File: src/rtl/traffic_light_ctrl.sv
// Two-road traffic light controller: fixed green/yellow/all-red cycle with request-driven
// early green termination and a flashing-yellow night mode entered through all-red.
module traffic_light_ctrl #(
  parameter int GREEN_TICKS     = 6,
  parameter int MIN_GREEN_TICKS = 2,
  parameter int YELLOW_TICKS    = 2,
  parameter int ALLRED_TICKS    = 1,
  parameter int FLASH_TICKS     = 1,
  parameter int CNT_W           = 8
) (
  input  logic       clk,
  input  logic       reset,
  input  logic       tick_en,
  input  logic [1:0] req,
  input  logic       night_mode,
  output logic [1:0] red_light,
  output logic [1:0] yellow_light,
  output logic [1:0] green_light,
  output logic [2:0] phase
);

  typedef enum logic [2:0] {
    G0    = 3'd0,
    Y0    = 3'd1,
    AR0   = 3'd2,
    G1    = 3'd3,
    Y1    = 3'd4,
    AR1   = 3'd5,
    FLASH = 3'd6
  } state_t;

  localparam logic [CNT_W-1:0] GREEN_LAST  = CNT_W'(GREEN_TICKS - 1);
  localparam logic [CNT_W-1:0] MIN_LAST    = CNT_W'(MIN_GREEN_TICKS - 1);
  localparam logic [CNT_W-1:0] YELLOW_LAST = CNT_W'(YELLOW_TICKS - 1);
  localparam logic [CNT_W-1:0] ALLRED_LAST = CNT_W'(ALLRED_TICKS - 1);
  localparam logic [CNT_W-1:0] FLASH_LAST  = CNT_W'(FLASH_TICKS - 1);

  // Kept as plain bits so an illegal code (7) is representable and recoverable.
  logic [2:0]       state;
  state_t           state_next;
  logic [CNT_W-1:0] cnt;
  logic [CNT_W-1:0] cnt_next;
  logic [1:0]       req_pending;
  logic [1:0]       pending_next;
  logic             flash_on;
  logic             flash_next;
  logic             g0_exit;
  logic             g1_exit;
  logic             yellow_exit;
  logic             allred_exit;
  logic             entering;
  logic             flash_wrap;

  assign g0_exit     = tick_en && ((cnt == GREEN_LAST) || (req_pending[1] && (cnt >= MIN_LAST)));
  assign g1_exit     = tick_en && ((cnt == GREEN_LAST) || (req_pending[0] && (cnt >= MIN_LAST)));
  assign yellow_exit = tick_en && (cnt == YELLOW_LAST);
  assign allred_exit = tick_en && (cnt == ALLRED_LAST);

  // Next-state selection
  always_comb begin
    state_next = AR1;
    case (state)
      G0:      state_next = g0_exit ? Y0 : G0;
      Y0:      state_next = yellow_exit ? AR0 : Y0;
      AR0:     state_next = allred_exit ? (night_mode ? FLASH : G1) : AR0;
      G1:      state_next = g1_exit ? Y1 : G1;
      Y1:      state_next = yellow_exit ? AR1 : Y1;
      AR1:     state_next = allred_exit ? (night_mode ? FLASH : G0) : AR1;
      FLASH:   state_next = night_mode ? FLASH : AR1;
      default: state_next = AR1;
    endcase
  end

  // Counter, flash phase and sticky request bookkeeping for the next cycle
  always_comb begin
    entering   = (state_next != state);
    flash_wrap = (state == FLASH) && night_mode && tick_en && (cnt == FLASH_LAST);
    if (entering || flash_wrap) begin
      cnt_next = {CNT_W{1'b0}};
    end else if (tick_en) begin
      cnt_next = cnt + 1'b1;
    end else begin
      cnt_next = cnt;
    end
    if (entering && (state_next == FLASH)) begin
      flash_next = 1'b1;
    end else if (flash_wrap) begin
      flash_next = ~flash_on;
    end else begin
      flash_next = flash_on;
    end
    // A request is ignored while its own road is green; entering that green clears it.
    pending_next[0] = ((state_next == G0) && (state != G0)) ? 1'b0
                    : (req_pending[0] | (req[0] & (state != G0)));
    pending_next[1] = ((state_next == G1) && (state != G1)) ? 1'b0
                    : (req_pending[1] | (req[1] & (state != G1)));
  end

  // State and datapath registers
  always_ff @(posedge clk or posedge reset) begin
    if (reset) begin
      state       <= AR1;
      cnt         <= {CNT_W{1'b0}};
      req_pending <= 2'b00;
      flash_on    <= 1'b0;
    end else begin
      state       <= state_next;
      cnt         <= cnt_next;
      req_pending <= pending_next;
      flash_on    <= flash_next;
    end
  end

  // Moore output decode; anything unexpected shows all red
  always_comb begin
    red_light    = 2'b11;
    yellow_light = 2'b00;
    green_light  = 2'b00;
    case (state)
      G0:      begin red_light = 2'b10; green_light  = 2'b01; end
      Y0:      begin red_light = 2'b10; yellow_light = 2'b01; end
      G1:      begin red_light = 2'b01; green_light  = 2'b10; end
      Y1:      begin red_light = 2'b01; yellow_light = 2'b10; end
      FLASH:   begin red_light = 2'b00; yellow_light = {flash_on, flash_on}; end
      default: begin red_light = 2'b11; end
    endcase
  end

  assign phase = state;

endmodule

File: config.mk
export PLATFORM = sky130hd
export DESIGN_NAME = traffic_light_ctrl
export DESIGN_NICKNAME = d
export VERILOG_FILES = /design/src/rtl/traffic_light_ctrl.sv
export SDC_FILE = /design/constraint.sdc
export NUM_CORES = 1
export LEC_CHECK = 0
export ABC_CLOCK_PERIOD_IN_PS = 2350
export CAP_MARGIN = 20
export CORE_ASPECT_RATIO = 0.8
export CORE_UTILIZATION = 49
export DETAILED_ROUTE_END_ITERATION = 7
export PLACE_DENSITY = 0.75
export SLEW_MARGIN = 20
export SYNTH_ARGS = -nofsm -noshare
export SYNTH_HDL_FRONTEND = slang
export SYNTH_SLANG_ARGS = --single-unit
File: constraint.sdc
create_clock -name clk -period 2.35 [get_ports clk]
set_input_delay 0.3525 -clock clk [delete_from_list [all_inputs] [get_ports clk]]
set_output_delay 0.3525 -clock clk [all_outputs]
set_load 0.03 [all_outputs]
# Word-level counts from Yosys, hierarchy flattened
# Index checks and enable logic that the tools add are counted.
[classes]
reduce_logical = 23
n_addsub = 1
muxes = 19
eq_ne = 12
bitwise = 5
magnitude_cmp = 1
[ops]
columns = ["operator", "n"]
rows = [
  ["3-bit case mux with 7 select lines", 1],
  ["8-bit 2-to-1 mux", 2],
  ["3-bit 2-to-1 mux", 5],
  ["3-bit equality test (second input constant)", 4],
  ["1-bit logical AND", 12],
  ["2-bit case mux with 3 select lines", 2],
  ["3-bit by 2-bit equality test with 1-bit output (second input constant)", 3],
  ["8-bit by 1-bit adder with 8-bit output (second input constant)", 1],
  ["8-bit by 1-bit equality test with 1-bit output (second input constant)", 1],
  ["8-bit by 3-bit equality test with 1-bit output (second input constant)", 1],
  ["8-bit by 1-bit >= comparator with 1-bit output (second input constant)", 1],
  ["8-bit zero test", 1],
  ["3-bit zero test", 2],
  ["1-bit 2-to-1 mux", 6],
  ["2-bit 2-to-1 mux", 2],
  ["2-bit case mux with 2 select lines", 1],
  ["2-bit nonzero test", 2],
  ["2-bit OR reduction", 2],
  ["3-bit by 1-bit equality test with 1-bit output (second input constant)", 1],
  ["1-bit logical OR", 3],
  ["3-bit by 2-bit inequality test with 1-bit output (second input constant)", 1],
  ["3-bit inequality test", 1],
  ["3-bit nonzero test", 1],
  ["1-bit AND", 2],
  ["2 further kinds", 3],
]
[word_totals]
register_bits = 14
input_bits = 6

# Longest topological paths before layout
# Gate-level depths: netlist of the first run.
[logic_depth]
depth_word = 9
depth_mapped = 8
ltp_nobuf = 8

# Worst setup path after synthesis of the first run
# Ideal clock, no wire load.
[synth_timing]
kind = "register to output"
from = "register state[0], in the netlist phase[0]"
to = "output red_light[1]"
required_ns = 1.997
path_stages_with_launch = 6
arrival_ns = 2.503
path_slack_ns = -0.506
cell_sequence = "dfstp_2 clkbuf_1 clkbuf_1 inv_1 nor3_1 a21oi_1"
[synth_between]
elab_chain_len = 3
word_cells_on_any_way = 8
classes_between = "4 x eq/ne; 1 x mux; 3 x reduce/logical"
[synth_rtl]
columns = ["item", "line", "text"]
rows = [
  ["from (decl)", "39", "logic [2:0] state;"],
  ["from (signal assigned)", "107", "state <= state_next;"],
  ["3-bit equality test, or another cell as far along", "119", "case (state)"],
  ["2-bit OR reduction (no line)", "--", ""],
  ["2-bit case mux with 3 select lines (*)", "119", ""],
  ["to (decl)", "16", "output logic [1:0] red_light,"],
]
# Every way passes the cells marked *; elsewhere a longest branch is shown, timed or not.

# Worst setup path in the final report of the first run
[layout_timing]
from = "register cnt[6]"
to = "register cnt[2]"
[layout_between]
elab_chain_len = 9
word_cells_on_any_way = 24
classes_between = "1 x order compare; 3 x eq/ne; 8 x mux; 12 x reduce/logical"
[layout_rtl]
columns = ["item", "line", "text"]
rows = [
  ["from (decl)", "41", "logic [CNT_W-1:0] cnt;"],
  ["from (signal assigned)", "103", "cnt <= {CNT_W{1'b0}};"],
  ["from (signal assigned)", "108", "cnt <= cnt_next;"],
  ["8-bit by 1-bit >= comparator with 1-bit output", "54, 55", ""],
  ["1-bit logical AND (on tied branches)", "55, 54", ""],
  ["1-bit logical OR (on tied branches)", "55, 54", ""],
  ["1-bit logical AND (on tied branches)", "55, 54", ""],
  ["3-bit 2-to-1 mux or 1-bit 2-to-1 mux (tied branches)", "66, 63", ""],
  ["3-bit case mux with 7 select lines", "62", "case (state)"],
  ["3-bit inequality test", "76", "entering = (state_next != state);"],
  ["1-bit logical OR (*)", "78", "if (entering || flash_wrap) begin"],
  ["8-bit 2-to-1 mux or 2-bit nonzero test (tied branches)", "--", ""],
]
# Marked as above.
# A chain may end at the register's enable or synchronous reset.

==> metrics.csv, run 1 <==
metric;value;unit
grt_setup_unrepaired;no;
grtUsageMet2;38.80;%
pre_cts_ws;73.70;ps
grt_pass1_vias;971;
tightestPinTransition;522.4;ps
dieArea;2476;µm²
yosysWarnings;0;
ys_top_cells_by_count;dfrtp_1 (12), nor2_1 (12), inv_1 (11), nand2_1 (11), a21oi_1 (9);
synth.net_count;143;
fillers;178;
slowest_delay;430;ps
antenna_cells;0;
die_h;44.71;µm
final_area;1440;µm²
grt_busiest_layer;met2;
slowest_stage;dfrtp_2;
synth_flop_cell;dfrtp_1;
seq_area;359.1;µm²
grt_usage;25.62;%
max_cap_viol_count;0;
cts_tree;done;
initial_core_util;51.77;%
ant_nets;0;
synth-edff-count;0;
clockBufferDepth;2;
synthesis.instances;134;
finalSetupViolCount;0;
syn2layout_area_growth;28.89;%
fp-row-count;15;
hold_path_class;input pin to async pin;
maxSlewViolCount;0;
htreeDepth;1;
r2r_setup_slack;100;ps
firstDrtPassIters;5;
finalNetCount;170;
start_kind;flip-flop;
fmaxAchievable;444.9;MHz
arrival;2450;ps
ir_worst_vdd;966.4;µV
grt_pass1_wl;4.788;mm
netlist.area_leader.share;26.88;%
vias;1136;
end_kind;flip-flop;
yosysSeqAreaShare;31.58;%
cts_root_buf;clkbuf_4;
slew-limit-headroom;65.13;%
grt-ovfl-total;0;
portBuffers;14;
dieWidth;55.39;µm
core;2158;µm²
multi_input_area;698.2;µm²
fin_skew;4.669;ps
synth_cell_type_count;44;
crit_chain;or3_1 -> buf_4 -> nor3_4 -> o2bb2ai_1 -> nor4_4 -> nand4b_1 -> a21oi_2;
met3_usage;6.304;%
drc;0;
powerDensity;1187;nW/µm²
wl_per_cell;16.55;µm
gp_congestion;1.044;
fin_ws;102.5;ps
synth.area.top_cells;dfrtp_1 (27%), dfstp_2 (4.7%), a21oi_1 (4.0%);
hold_viol_final;0;
ys_seq_elements;14;
yosys.area.top_type;dfrtp_1;
fin_crit;2247;ps
ys_async_sr_fraction;100.0;%
worstPathRequired;2550;ps
io_pins;15;
syn_avg_cell_area;8.338;µm²
met1_usage;37.77;%
antenna_found_initial;0;
power;1.709;mW
tns;0;ps
cts.clk_slew.worst_paths;80;ps
via_per_inst;6.141;
power.leakage;0.6147;nW
final_util;66.72;%
crit_fanout;7;
drtIter0Drc;82;
wl;3.061;mm
drive_gt1_share;22.50;%
insertion_delay;270;ps
numCtsBuffers;3;
grt_max_degree;16;
path_class;flip-flop to flip-flop;
place_hpwl;2.280;mm
fin_crit_sh;95.64;%
clkSinkCount;14;
synth_area;1117;µm²
status;finished, final reports clean;
place_area;1359;µm²
[where the power goes]
part / switching, mW / leakage (nW) / internal [mW]
clock: 0.0716 / 0.0210 / 0.0942
sequential: 0.0886 / 0.172 / 0.316
combinational: 0.683 / 0.422 / 0.456
total: 0.843 / 0.615 / 0.866
[area by class of cell]
cell class	count	share of cell area (%)
inverter	11	2.867
timing repair buffer	32	19.03
tap	25	2.172
multi-input combinational	99	48.48
sequential	14	24.93
clock buffer	4	2.520
[layout by cell type (no fill, tap or decap), types with 2 or more instances in the layout]
cell and instances:
xnor2_1 5, nor3_1 4, a21oi_1 8, buf_4 18, nor3_4 2, nand4_1 4, o21ai_0 3, nand3_1 6
ha_1 3, clkbuf_4 3, dfrtp_1 10, dlygate4sd2_1 3, clkdlybuf4s50_1 10, inv_1 11, nor2_1 12, nand2_1 11
a31oi_1 6, dfrtp_2 2, or3_1 3, nor4_1 4, xor2_1 3
[layer usage]
metal,vias up,share of wire (%),routed length (µm)
li1,536,-,-
met1,535,45,1389
met2,63,44,1359
met3,2,9.7,297
met4,0,0.49,15
met5,-,0,0
[critical path, delay by kind of cell (launching register included)]
kind | cells | cell delay (ps)
and+or+nand+nor | 4 | 1220
DFF | 1 | 430
AOI/OAI and AO/OA | 2 | 340
buffers and inverters | 1 | 190
[worst paths after layout]
kind                            startpoint        to  cells past startpoint
worst max-delay path                cnt[6]    cnt[2]                      7
worst min-delay path                 reset  flash_on                      2
worst max register to register      cnt[6]    cnt[2]                      7
worst min register to register    flash_on  flash_on                      2
max in group asynchronous            reset    cnt[3]                      2
min in group clk                  flash_on  flash_on                      2
[flip-flops by register name (all words and copies together), names as in the netlist]
name and count:
flash_on 1, req_pending 2, phase 3, cnt 8
[kinds of logic (layout without fill, tap and decap cells)]
family	count (synthesis)	count (layout)	synth area share, %
flops	14	14	31.58
simple gates	55	55	27.44
xor+xnor	8	8	6.271
mux	1	1	0.8959
fa+ha+maj	3	3	3.360
buf+inv	21	47	7.838
compound gates	32	32	22.62
[repair_timing]
action | 4_1_cts | 5_1_grt
gates resized for setup | 3 | 6
endpoints found under the setup margin | 3 | 4
buffers inserted | 0 | 4
pin swaps | 0 | 5
hold buffers | 0 | 0
[stage by stage]
stage                     std cells  hold WS [ps]
after floorplan                 134         240.3
after global placement          177         535.4
after detailed placement        177         569.1
after CTS                       181         411.2
after global routing            185         461.6
final                           185         404.3
(Power assumes the default switching activity.)
==> inputs of run 2 (changes only) <==
- REMOVE_ABC_BUFFERS: not set -> 1
- SETUP_SLACK_MARGIN: not set -> 0.2
==> metrics.csv, run 2 (synthesized netlist as in run 1, its figures left out) <==
metric;value;unit;change
initial_core_util;51.77;%;unchanged
firstDrtPassIters;4;;-1
met3_usage;8.309;%;+2.0 points
timing.hold.ws;394.3;ps;-9.970 ps
via_per_inst;6.274;;+2.2%
hold_viol_final;0;;unchanged
dieArea;2476;µm²;unchanged
grt_usage;27.77;%;+2.1 points
htreeDepth;1;;unchanged
status;finished, final reports clean;;
maxSlewViolCount;0;;unchanged
met1_usage;35.73;%;-2.0 points
syn2layout_area_growth;33.15;%;
place_hpwl;2.318;mm;+1.6%
ir_worst_vdd;996.3;µV;+3.1%
gp_congestion;0.9742;;-6.7%
fin_ws;111.5;ps;+9.025 ps
clockBufferDepth;2;;unchanged
grt_max_degree;16;;unchanged
numCtsBuffers;3;;unchanged
grt_pass1_wl;5.216;mm;+8.9%
fmaxAchievable;446.7;MHz;+0.40%
grt_busiest_layer;met2;;
drc;0;;unchanged
wl_per_cell;17.50;µm;+5.8%
power.leakage;0.6473;nW;+5.3%
end_kind;flip-flop;;
p_clk_share;10.4;%;+0.7 points
fin_crit_sh;95.25;%;-0.38 points
finalNetCount;175;;+2.9%
cts_tree;done;;
internal-power;0.8892;mW;+2.7%
cts_root_buf;clkbuf_4;;
clkSinkCount;14;;unchanged
portBuffers;14;;unchanged
start_kind;flip-flop;;
finalSetupViolCount;0;;unchanged
tightestPinTransition;552.2;ps;+29.72 ps
fillers;183;;+2.8%
p_sw;0.8847;mW;+4.9%
worstPathRequired;2530;ps;-20 ps
cts_hold_buffers;0;;unchanged
insertion_delay;300;ps;+30 ps
ant_nets;0;;unchanged
tns;0;ps;unchanged
place_area;1345;µm²;-1.0%
grt_setup_unrepaired;yes;;
grt_pass1_vias;1141;;+18%
slew-limit-headroom;63.15;%;-2.0 points
grt-ovfl-total;0;;unchanged
cts.clk_slew.worst_paths;100;ps;+20 ps
wl;3.325;mm;+8.6%
arrival;2420;ps;-30 ps
final_util;68.93;%;+2.2 points
fin_skew;13.67;ps;+8.997 ps
largest_reg_flops;8;;unchanged
hold_path_class;input pin to async pin;;
io_pins;15;;unchanged
pre_cts_ws;-8.092;ps;-81.79 ps
final_area;1488;µm²;+3.3%
drtIter0Drc;47;;-43%
layout_commonest_cell;buf_4;;
grtUsageMet2;46.02;%;+7.2 points
crit_fanout;6;;-1
layout_common_cells;buf_4 (23), nor2_1 (12), dfrtp_1 (11);;
drive_gt1_share;29.09;%;+6.6 points
antenna_found_initial;0;;unchanged
power_frac_seq;22.6;%;-1.1 points
fp-row-count;15;;unchanged
die_h;44.71;µm;unchanged
path_class;flip-flop to flip-flop;;
core;2158;µm²;unchanged
max_cap_viol_count;0;;unchanged
vias;1192;;+4.9%
powerDensity;1192;nW/µm²;+0.49%
pwr-share-comb;67.0;%;+0.4 points
top_register;cnt;;
fin_crit;2238;ps;-9.025 ps
swShare;49.87;%;+0.54 points
dieWidth;55.39;µm;unchanged
antenna_cells;0;;unchanged
[run 2: area by class of cell]
cell class	count	area (µm²)	share of cell area, %
multi-input cells	99	718.2	48.28
flip-flops and latches	14	354.1	23.80
repair buffers	37	306.5	20.61
inverters	11	41.29	2.775
clock buffers	4	36.28	2.439
well taps	25	31.28	2.103
[run 2: worst paths after layout]
check | from | end | slack [ps] | cells after the start
max | cnt[4] | cnt[3] | 110 | 7
max in group asynchronous | reset | phase[1] | 1550 | 2
max reg2reg | cnt[4] | cnt[3] | 110 | 7
min | reset | cnt[4] | 390 | 2
min in group clk | req_pending[0] | req_pending[0] | 570 | 1
min reg2reg | req_pending[0] | req_pending[0] | 570 | 1
[run 2: layer usage]
layer,vias to the layer above,wire length [µm]
met5,-,0
met4,0,49
met3,7,350
met2,75,1517
met1,566,1408
li1,544,-
[run 2: power groups by stage]
stage | combinational (mW) | sequential, mW | clock, mW
finish | 1.19 | 0.401 | 0.184
global route | 1.26 | 0.406 | 0.191
CTS | 1.11 | 0.400 | 0.187
detailed placement | 1.08 | 0.401 | 0
global placement | 1.05 | 0.396 | 0
floorplan | 0.636 | 0.448 | 0
[run 2: per-stage QoR]
| step | cells | total power [mW] |
|---|---|---|
| final | 190 | 1.774 |
| after global routing | 190 | 1.861 |
| after CTS | 187 | 1.698 |
| after detailed placement | 177 | 1.479 |
| after global placement | 177 | 1.445 |
| after floorplan | 124 | 1.084 |
[run 2: worst max-delay path: stages, from the launching register on]
cell and delay, ps:
dfrtp_1 410, or3_4 440, or4_4 460, a221oi_4 270
nor4_4 80, buf_4 150, a31oi_4 230, nor2_1 70
[run 2: repair_timing]
item	4_1_cts	5_1_grt
resized for setup	16	5
endpoints found under the hold margin	0	0
endpoints found under the setup margin	14	12
setup buffers	6	3
pin swaps	11	5
==> RTL edit, RTL diff (config.mk and constraints of run 2) <==
`CNT_W`: 8 -> 6.
--- a/src/rtl/traffic_light_ctrl.sv
+++ b/src/rtl/traffic_light_ctrl.sv
@@ -7,5 +7,5 @@
   parameter int ALLRED_TICKS    = 1,
   parameter int FLASH_TICKS     = 1,
-  parameter int CNT_W           = 8
+  parameter int CNT_W           = 6
 ) (
   input  logic       clk,
Function: same outputs for any inputs over 10 cycles, from zero or initial values and one cycle with reset high; that may be too few to reach the edited logic, so the function may still have changed.
==> RTL edit against run 2 <==
Via count shrank 14%; utilization shrank 4.9 points; critical path depth shrank 5; sequential cell count shrank 2; area after synthesis shrank 11%; sequential share of layout area grew 1.2 points; cell count shrank 13%; maximum frequency grew 8.1%; wire length shrank 25%; setup slack gained 170 ps; power shrank 5.6%; final area shrank 19%; clock skew shrank 11 ps.
==> RTL edit: results (changes against run 2) <==
[run_status]
status = complete, no violations

[grt]
grt_max_degree = 15  ; -1
grt_pass1_wl_um = 4222  ; -19%
grt_util_met2 = 0.4203  ; -0.03999
globalRouteMet3Util = 0.06884  ; -0.01425
grt_util_met1 = 0.3440  ; -0.01331

[routing]
drt_first_pass_iters = 5  ; +1
drtIter0Drc = 49  ; +4.3%
wl_met1_um = 1121  ; -20%
wl_met2_um = 1138  ; -25%

[placement]
pre_cts_slack_ps = 173.8  ; +181.9 ps
place_area_um2 = 1194  ; -11%
gp_congestion = 0.9744  ; about the same
post-dp-hpwl_um = 1907  ; -18%

[logic_synthesis]
synthXorXnorAreaFrac = 0.04414  ; -0.01857
synth.top_cells.by_count = 11 x nor2_1, 10 x dfrtp_1, 10 x nand2_1
synthAdderAreaFrac = 0.05044  ; +0.01685
ys_top_cells_by_area = dfrtp_1 25%, dfstp_2 5.3%, ha_1 5.0%
seq_area_frac_synth = 0.3052  ; -0.01062
synth.mux.area_fraction = 0.03026  ; +0.02131

[finish]
num-fill-cells = 151  ; -17%
nets = 153  ; -13%
layout-drive-gt1-share = 0.1844  ; -0.1065

[worst_setup_path]
r2r_end = flash_on$_DFFE_PP0P_
path_delay_family = buffers and inverters
cpMaxStageDelayCell = clkdlybuf4s50_1
rrSetupSlack_ps = 340  ; +230 ps
slowest_delay_ps = 680  ; +220 ps

[timing]
worstMarginPinSlew_ps = 459.8  ; -92.38 ps
finClkSkew_ps = 2.475  ; -11.19 ps
hold_ws_ps = 394.8  ; +0.4780 ps
fin_ws_ps = 278.5  ; +166.9 ps

[pwr]
power.total_mw = 1.675  ; -5.6%
leakagePower_nw = 0.5688  ; -12%
p_clk_frac = 0.074  ; -0.030
ir_drop_uv = 747.9  ; -25%

[clocking]
post_cts_buffers = 0  ; -6
path_clk_slew_ps = 70  ; -30 ps

## RTL edit: metrics by stage
| stage | cells | utilization |
|---|---|---|
| 4_1_cts | 164 | 0.6389 |
| 6_report | 165 | 0.6402 |
| 5_1_grt | 165 | 0.6402 |
| 2_1_floorplan | 116 | - |
| 3_3_place_gp | 161 | 0.6310 |
| 3_5_place_dp | 161 | 0.6310 |
## RTL edit: area by class of cell
| type | instances | area, um2 | share of cell area |
|---|---|---|---|
| Sequential cell | 12 | 302.8 | 0.2500 |
| Clock buffer | 3 | 22.52 | 0.01860 |
| Timing Repair Buffer | 22 | 187.7 | 0.1550 |
| Multi-Input combinational cell | 97 | 641.9 | 0.5300 |
| Tap cell | 24 | 30.03 | 0.02479 |
| Inverter | 7 | 26.28 | 0.02169 |
## RTL edit: cells by family (layout without fill, tap and decap cells)
family / count (synthesis) / count (layout)
simple gates: 50 / 50
flops: 12 / 12
xor+xnor: 5 / 5
buf+inv: 12 / 32
mux: 3 / 3
compound gates: 35 / 35
fa+ha+maj: 4 / 4
